[src/rtl/keypad_scan_ctrl.sv]
// rtl/keypad_scan_ctrl.sv - 4x4 keypad row scan, debounce and key strobe FSM
//
// Purpose: drives the keypad rows active-low one at a time, samples the
// already-synchronized columns, freezes on a pressed row, debounces the
// press, emits a one-cycle key strobe with the hex code, then waits for a
// debounced release before scanning resumes.
//
// Ports:
//   clk        in   1  system clock
//   reset      in   1  asynchronous, active-high reset
//   cols_sync  in   4  synchronized columns, active-low, bit i = column i
//   rows       out  4  row drive, active-low, exactly one bit low
//   key_code   out  4  hex code of the last accepted key
//   key_valid  out  1  one-cycle strobe when a key is accepted
//   key_held   out  1  high from key_valid until the debounced release
module keypad_scan_ctrl #(
  parameter int SCAN_DIV        = 1000,
  parameter int DEBOUNCE_CYCLES = 20000
) (
  input  logic       clk,
  input  logic       reset,
  input  logic [3:0] cols_sync,
  output logic [3:0] rows,
  output logic [3:0] key_code,
  output logic       key_valid,
  output logic       key_held
);

  localparam int MAX_CNT = (SCAN_DIV > DEBOUNCE_CYCLES) ? SCAN_DIV : DEBOUNCE_CYCLES;
  localparam int CW      = $clog2(MAX_CNT + 1);
  localparam logic [CW-1:0] SCAN_LAST = CW'(SCAN_DIV - 1);
  localparam logic [CW-1:0] DB_LAST   = CW'(DEBOUNCE_CYCLES - 1);

  typedef enum logic [1:0] {
    S_SCAN,
    S_DEBOUNCE,
    S_HOLD,
    S_RELEASE
  } state_e;

  state_e          state_q;
  logic [1:0]      row_idx_q;
  logic [CW-1:0]   cnt_q;
  logic [3:0]      col_cap_q;
  logic [3:0]      key_code_q;
  logic            key_valid_q;
  logic            key_held_q;

  logic            single_low_d;
  logic [1:0]      col_idx_d;
  logic [3:0]      code_d;

  // Decode the captured columns: a valid key has exactly one low bit.
  always_comb begin
    single_low_d = 1'b1;
    col_idx_d    = 2'd0;
    case (col_cap_q)
      4'b1110: col_idx_d = 2'd0;
      4'b1101: col_idx_d = 2'd1;
      4'b1011: col_idx_d = 2'd2;
      4'b0111: col_idx_d = 2'd3;
      default: single_low_d = 1'b0;
    endcase
  end

  // Keypad legend, indexed by {row, column}.
  always_comb begin
    code_d = 4'h0;
    case ({row_idx_q, col_idx_d})
      4'b00_00: code_d = 4'h1;
      4'b00_01: code_d = 4'h2;
      4'b00_10: code_d = 4'h3;
      4'b00_11: code_d = 4'hA;
      4'b01_00: code_d = 4'h4;
      4'b01_01: code_d = 4'h5;
      4'b01_10: code_d = 4'h6;
      4'b01_11: code_d = 4'hB;
      4'b10_00: code_d = 4'h7;
      4'b10_01: code_d = 4'h8;
      4'b10_10: code_d = 4'h9;
      4'b10_11: code_d = 4'hC;
      4'b11_00: code_d = 4'hE;
      4'b11_01: code_d = 4'h0;
      4'b11_10: code_d = 4'hF;
      default:  code_d = 4'hD;
    endcase
  end

  always_ff @(posedge clk or posedge reset) begin
    if (reset) begin
      state_q     <= S_SCAN;
      row_idx_q   <= 2'd0;
      cnt_q       <= '0;
      col_cap_q   <= 4'hF;
      key_code_q  <= 4'h0;
      key_valid_q <= 1'b0;
      key_held_q  <= 1'b0;
    end else begin
      key_valid_q <= 1'b0;
      case (state_q)
        S_SCAN: begin
          if (cnt_q == SCAN_LAST) begin
            cnt_q <= '0;
            if (cols_sync == 4'hF) begin
              row_idx_q <= row_idx_q + 2'd1;
            end else begin
              // Row stays driven so the debounce watches the same contact.
              col_cap_q <= cols_sync;
              state_q   <= S_DEBOUNCE;
            end
          end else begin
            cnt_q <= cnt_q + 1'b1;
          end
        end
        S_DEBOUNCE: begin
          if (cols_sync != col_cap_q) begin
            cnt_q     <= '0;
            row_idx_q <= row_idx_q + 2'd1;
            state_q   <= S_SCAN;
          end else if (cnt_q == DB_LAST) begin
            cnt_q <= '0;
            if (single_low_d) begin
              key_valid_q <= 1'b1;
              key_code_q  <= code_d;
              key_held_q  <= 1'b1;
              state_q     <= S_HOLD;
            end else begin
              // Multi-key chord on one row is ignored.
              row_idx_q <= row_idx_q + 2'd1;
              state_q   <= S_SCAN;
            end
          end else begin
            cnt_q <= cnt_q + 1'b1;
          end
        end
        S_HOLD: begin
          cnt_q <= '0;
          if (cols_sync == 4'hF) begin
            state_q <= S_RELEASE;
          end
        end
        S_RELEASE: begin
          if (cols_sync != 4'hF) begin
            // Bounce during release: keep holding, no repeat strobe.
            cnt_q   <= '0;
            state_q <= S_HOLD;
          end else if (cnt_q == DB_LAST) begin
            cnt_q      <= '0;
            key_held_q <= 1'b0;
            row_idx_q  <= row_idx_q + 2'd1;
            state_q    <= S_SCAN;
          end else begin
            cnt_q <= cnt_q + 1'b1;
          end
        end
        default: begin
          cnt_q   <= '0;
          state_q <= S_SCAN;
        end
      endcase
    end
  end

  assign rows      = ~(4'b0001 << row_idx_q);
  assign key_code  = key_code_q;
  assign key_valid = key_valid_q;
  assign key_held  = key_held_q;

endmodule

[config.mk]
export PLATFORM = sky130hd
export DESIGN_NAME = keypad_scan_ctrl
export DESIGN_NICKNAME = d
export VERILOG_FILES = /design/src/rtl/keypad_scan_ctrl.sv
export SDC_FILE = /design/constraint.sdc
export NUM_CORES = 1
export LEC_CHECK = 0
export ABC_AREA = 1
export CAP_MARGIN = 20
export CORE_ASPECT_RATIO = 0.5
export CORE_MARGIN = 2
export CORE_UTILIZATION = 55
export CTS_CLUSTER_SIZE = 10
export DETAILED_ROUTE_END_ITERATION = 16
export PLACE_DENSITY = 0.81
export SYNTH_ARGS = -nofsm -noshare
export SYNTH_HDL_FRONTEND = slang
export SYNTH_SLANG_ARGS = --single-unit
[constraint.sdc]
create_clock -name clk -period 1.9 [get_ports clk]
set_input_delay 0.38 -clock clk [delete_from_list [all_inputs] [get_ports clk]]
set_output_delay 0.38 -clock clk [all_outputs]
set_load 0.03 [all_outputs]
### Word-level counts from Yosys, hierarchy flattened

Memory sizes are Yosys's and may differ from the RTL's. A register that Yosys moved wholly into a read port is not among the register bits.
Cells that the tools add are included.

* bits in registers: 25
* bits in read-only memories: 64
* input bits: 6
* output and inout port bits: 10
* memories kept: 1

* $add $sub $neg: 2
* eq/ne operators: 24
* shift-type cells: 1
* multiplexer cells: 34
* bitwise gates (word level): 3
* reduce and logical (&&, ||, !) cells: 9

Memory list
* (no name shown): depth 16, bits a word 4, rd ports 1, clocked after Yosys merged registers in 1, write ports 0, line 69 `case ({row_idx_q, col_idx_d})`

Operators by type and width (number)
* 15-bit two-way mux: 4
* 15-bit one-hot mux with 4 select lines: 1
* 2-bit two-way mux: 15
* 2-bit inequality test (second input constant): 9
* 4-bit == test (second input constant): 4
* 15-bit by 1-bit adder with 15-bit output (second input constant): 1
* 15-bit by 10-bit == test with 1-bit output (second input constant): 1
* 15-bit == test (second input constant): 1
* 2-bit one-hot mux with 3 select lines: 2
* 1-bit two-way mux: 10
* 3-bit inequality test (second input constant): 3
* 2-bit one-hot mux with 4 select lines: 1
* 7-bit AND reduction: 1
* 6-bit AND reduction: 1
* 5-bit AND reduction: 1
* 2-bit == test (second input constant): 2
* 4-bit by 3-bit == test with 1-bit output (second input constant): 1
* 4-bit inequality test: 1
* 4-bit inequality test (second input constant): 1
* 4-bit NOT: 1
* 4-bit AND reduction: 1
* 4-bit OR reduction: 1
* 1-bit by 2-bit << shifter with 4-bit output (first input constant): 1
* 3-bit AND reduction: 1
* 7 further kinds: 8

### Longest topological paths before layout

* depth after elaboration: 7
* depth in mapped cells: 11
* mapped depth without buffers: 11

### Worst setup path after synthesis

No wires, ideal clock.

* path type: reg2reg
* from: register col_cap_q[2]
* to: register key_code_q[1], in the netlist key_code[1]
* library setup time: 0.117 ns
* arrival: 1.439 ns
* path slack: 0.343 ns
* cell stages (with the launch flop): 11
* clock period less this slack: 1.557 ns
* cells stage by stage: dfstp_2 -> nand2_1 -> inv_1 -> nand3_1 -> nand2_1 -> inv_1 -> ha_1 -> o21ai_0 -> o21ai_0 -> nor2_1 -> nor2_1

* word-level cells in the longest chain between the ends: 4

Ends and longest elaborated chain
* from (decl): line 44 `logic [3:0] col_cap_q;`
* from (signal assigned): line 108 `col_cap_q <= cols_sync;`
* 4-bit by 3-bit == test with 1-bit output / 4-bit == test (equally long branches): line 57 `case (col_cap_q)`
* 4-bit OR reduction (no line)
* 1-bit two-way mux: line 57
* 4-bit AND reduction (no line)
* to (decl): line 45 `logic [3:0] key_code_q;`

Parallel ways exist; a longest one is shown, timed or not.
A chain may end at the register's enable or synchronous reset.

### Worst setup path in the final report

* from: register row_idx_q[0]
* to: output rows[0]

* word-level cells in the longest chain between the ends: 2

Ends and longest elaborated chain
* from (decl): line 42 `logic [1:0] row_idx_q;`
* from (signal assigned): line 105 `row_idx_q <= row_idx_q + 2'd1;`
* from (signal assigned): line 118 `row_idx_q <= row_idx_q + 2'd1;`
* from (signal assigned): line 129 `row_idx_q <= row_idx_q + 2'd1;`
* 1-bit by 2-bit << shifter with 4-bit output: line 164 `assign rows = ~(4'b0001 << row_idx_q);`
* 4-bit NOT: line 164
* to (decl): line 23 `output logic [3:0] rows,`

No other way between the ends.

==> impl_results.md <==
* Status: finished, final reports clean
* Site row count at 15
* Cell repeated most along the worst path: buf_4
* Initial antenna violation count at 0
* Rel. slew slack at between 70 and 80%
* Clock share of power at between 40% and 50%
* Nets at about 320
* Die area at between 0.004 and 0.005 sq mm
* Core footprint at between 0.003 and 0.004 sq mm
* CP bufs+invs at 4
* GR Util All Layers at 22.3%
* LEAKAGE at 1.15 nW
* Wirelength per Cell at 12.9 microns
* Largest net degree at the start of global routing at 30
* Most frequent cells in the layout: 61 x nand2_1, 40 x inv_1, 25 x dfrtp_1, 24 x nor2_1, 15 x o21ai_0
* Layout area overhead at 17.6%
* First-pass iteration count of the detailed router at 4
* Cell Area, Synth at 0.00209 sq mm
* Post-synth ARST share at 100%
* Residual DRC at 0
* Pins Over Slew Limit at 0
* Post-synthesis cell count at between 200 and 300
* TritonCTS clock tree: done
* CTS Root Buffer Type: clkbuf_8
* Global-route wire length before repair at approximately 7300 microns
* EDFF count, synth at 0
* Hold crit path type: primary input to async pin
* Distinct cells, synth at 31
* Port Buffer Count at 15
* Worst reg2reg startpoint: col_cap_q[2]
* Post-synth top area share at between 20% and 30%
* Final cell count without fillers at approximately 350
* Data required time of the worst path at between 1.5 and 2 ns
* Critical path's largest stage delay at between 0.4 and 0.5 ns
* CTS sink cnt at 29
* Most common cell after layout, fill and taps aside: nand2_1
* Psw at 0.319 mW
* Combinational fraction of design power at just over 8%
* Final worst path period need at about 1.8 ns
* Seq cells post-synth at 29
* Sequential Power Share at between 40% and 50%
* Drt via density at 5.24
* Fin util at a little over two thirds
* Synthesized area per cell at 7.64 sq um
* Max H-tree Level at 2
* Pwr Density at 532 mW/mm^2
* Switch share at between 20% and 30%
* Die W at just over 90 microns
* Global placer's final weighted congestion at between 0.9 and 1
* FMAX at 549 MHz
* Crit path max fanout at 8
* Synthesized Nets at 290
* Initial Utilization at around three fifths
* Crit path cell chain: buf_4 -> clkinvlp_4 -> ha_1 -> inv_1 -> buf_4
* Internal power at a little under 1 mW
* VDD IR max at slightly above 0.4 mV
* Grt ovf at 0
* Clock Path Buffers at 2
* RSZ-0062 raised after global routing: no
* Share of cells above drive strength 1 at between 20% and 30%
* Worst slew pin tran at between 0.3 and 0.4 ns
* Vias in the first global route at 1674
* Crit. End Element: primary output
* Area leader, netlist: dfrtp_1
* Cts bufs inserted at 5
* Slowest cell on crit path: dfrtp_1
* Post-route clock skew at approximately 0.0046 ns
* Final Hold Vio Count at 0
* Ys flop type: dfrtp_1
* Synth top area cells: dfrtp_1 30%, nand2_1 11%, inv_1 7.2%
* Die Ht at around 48 microns
* Overall via count from detail_route at about 1.9k
* Crit path kind: flop to primary output
* CP top delay family: buffers and inverters
* Worst-path clk slew at about 0.07 ns
* DRT iter0 DRCs at 95
* Final HPWL DP at about 3300 microns
* Latest clock arrival within the worst-skew pair at roughly 0.28 ns
* Sequential fraction of the synthesis area at a little over a third
* Crit start category: flop
* Boundary pin count at 16
* Hold Slack at roughly 0.47 ns
* ANT cells at 0
* YS warnings at 0
* Cells after DPL at around 340
* Final Cycle Share at ~96%
* Setup crit start: row_idx_q[0]
* Worst Path Arrival at between 1 and 1.5 ns
* Maxcap violations at 0
* WL final at approximately 4600 microns
* Number of setup violations in the final report at 0
* DRT antenna net count at 0
tightest hold or removal path: cells and delay by family:
family	cells	cell delay (ns)
buf+inv	3	0.78
cells by family after synthesis:
logic type	Yosys count	synth area share [%]
AND/OR/NAND/NOR	139	33.8
buffers and inverters	48	9.20
AO/OA/AOI/OAI	38	11.9
flip-flops	29	34.9
XOR/XNOR	10	4.18
adder cells (fa/ha/maj)	10	5.98
area by class of cell:
type | instances | area (sq um)
Clock buffer | 7 | 96.3
Tap cell | 51 | 63.8
Inverter | 46 | 178
Timing Repair Buffer | 23 | 216
Multi-Input combinational cell | 197 | 1170
Sequential cell | 29 | 731
Clock inverter | 1 | 5.00
Fill cell | 244 | 1080
sequential cells by signal (all words and copies together), names as in the netlist:
| register | flops |
|---|---|
| row_idx_q | 2 |
| key_valid | 1 |
| state_q | 2 |
| key_held | 1 |
| key_code | 4 |
| col_cap_q | 4 |
| cnt_q | 15 |
layer usage:
layer  share of wire (%)  vias to the layer above  wire [microns]  GRT usage (%)
li1                    -                      915               -              -
met1                  44                      871            2000           25.7
met2                  48                       58            2190           42.2
met3                 6.5                       11             298           6.14
met4                 1.8                        0              81           8.48
met5                   0                        -               0              0
power groups by stage:
stage	Combinational, mW	Sequential [mW]	Clock [mW]
2_1_floorplan	0.0701	0.643	0
3_3_place_gp	0.0975	0.644	0
3_5_place_dp	0.103	0.644	0
4_1_cts	0.104	0.633	0.575
5_1_grt	0.120	0.634	0.606
6_report	0.108	0.633	0.568
worst paths after layout:
check                               end  slack (ns)  depth (start not counted)
max in group asynchronous  col_cap_q[1]        1.11                          3
setup reg to reg            key_code[1]        0.14                         11
min in group clk               key_held        0.49                          2
hold / removal                cnt_q[10]        0.47                          3
hold reg to reg                key_held        0.49                          2
setup / recovery                rows[0]        0.08                          5
what timing repair did:
| item | CTS | global route |
|---|---|---|
| pin swaps | 0 | 1 |
| endpoints found under the setup margin | 2 | 4 |
| gates resized for setup | 2 | 4 |
| setup buffers | 0 | 2 |
| hold buffers | 0 | 0 |
through the flow:
step                      area [sq um]  setup TNS [ns]  setup WS (ns)  power [mW]
final                             2460               0         0.0800        1.31
after global routing              2460               0         0.0156        1.36
after CTS                         2440               0         0.0166        1.31
after detailed placement          2340        -0.00757       -0.00757       0.747
after global placement            2340               0         0.0133       0.742
after floorplan                   2090               0          0.343       0.713
synthesized netlist by cell type (4+ instances only):
master	count
a21oi_2	9
nor2_4	4
dfrtp_1	25
nor2_2	8
nand3_2	5
nand2_2	9
nand2_1	62
dfstp_2	4
nor2_1	24
ha_1	10
inv_1	40
o21ai_0	16
xor2_1	8
nand4_1	7
nand3_1	13
a21oi_1	4
Note: power is estimated with default switching activity, not from simulation.
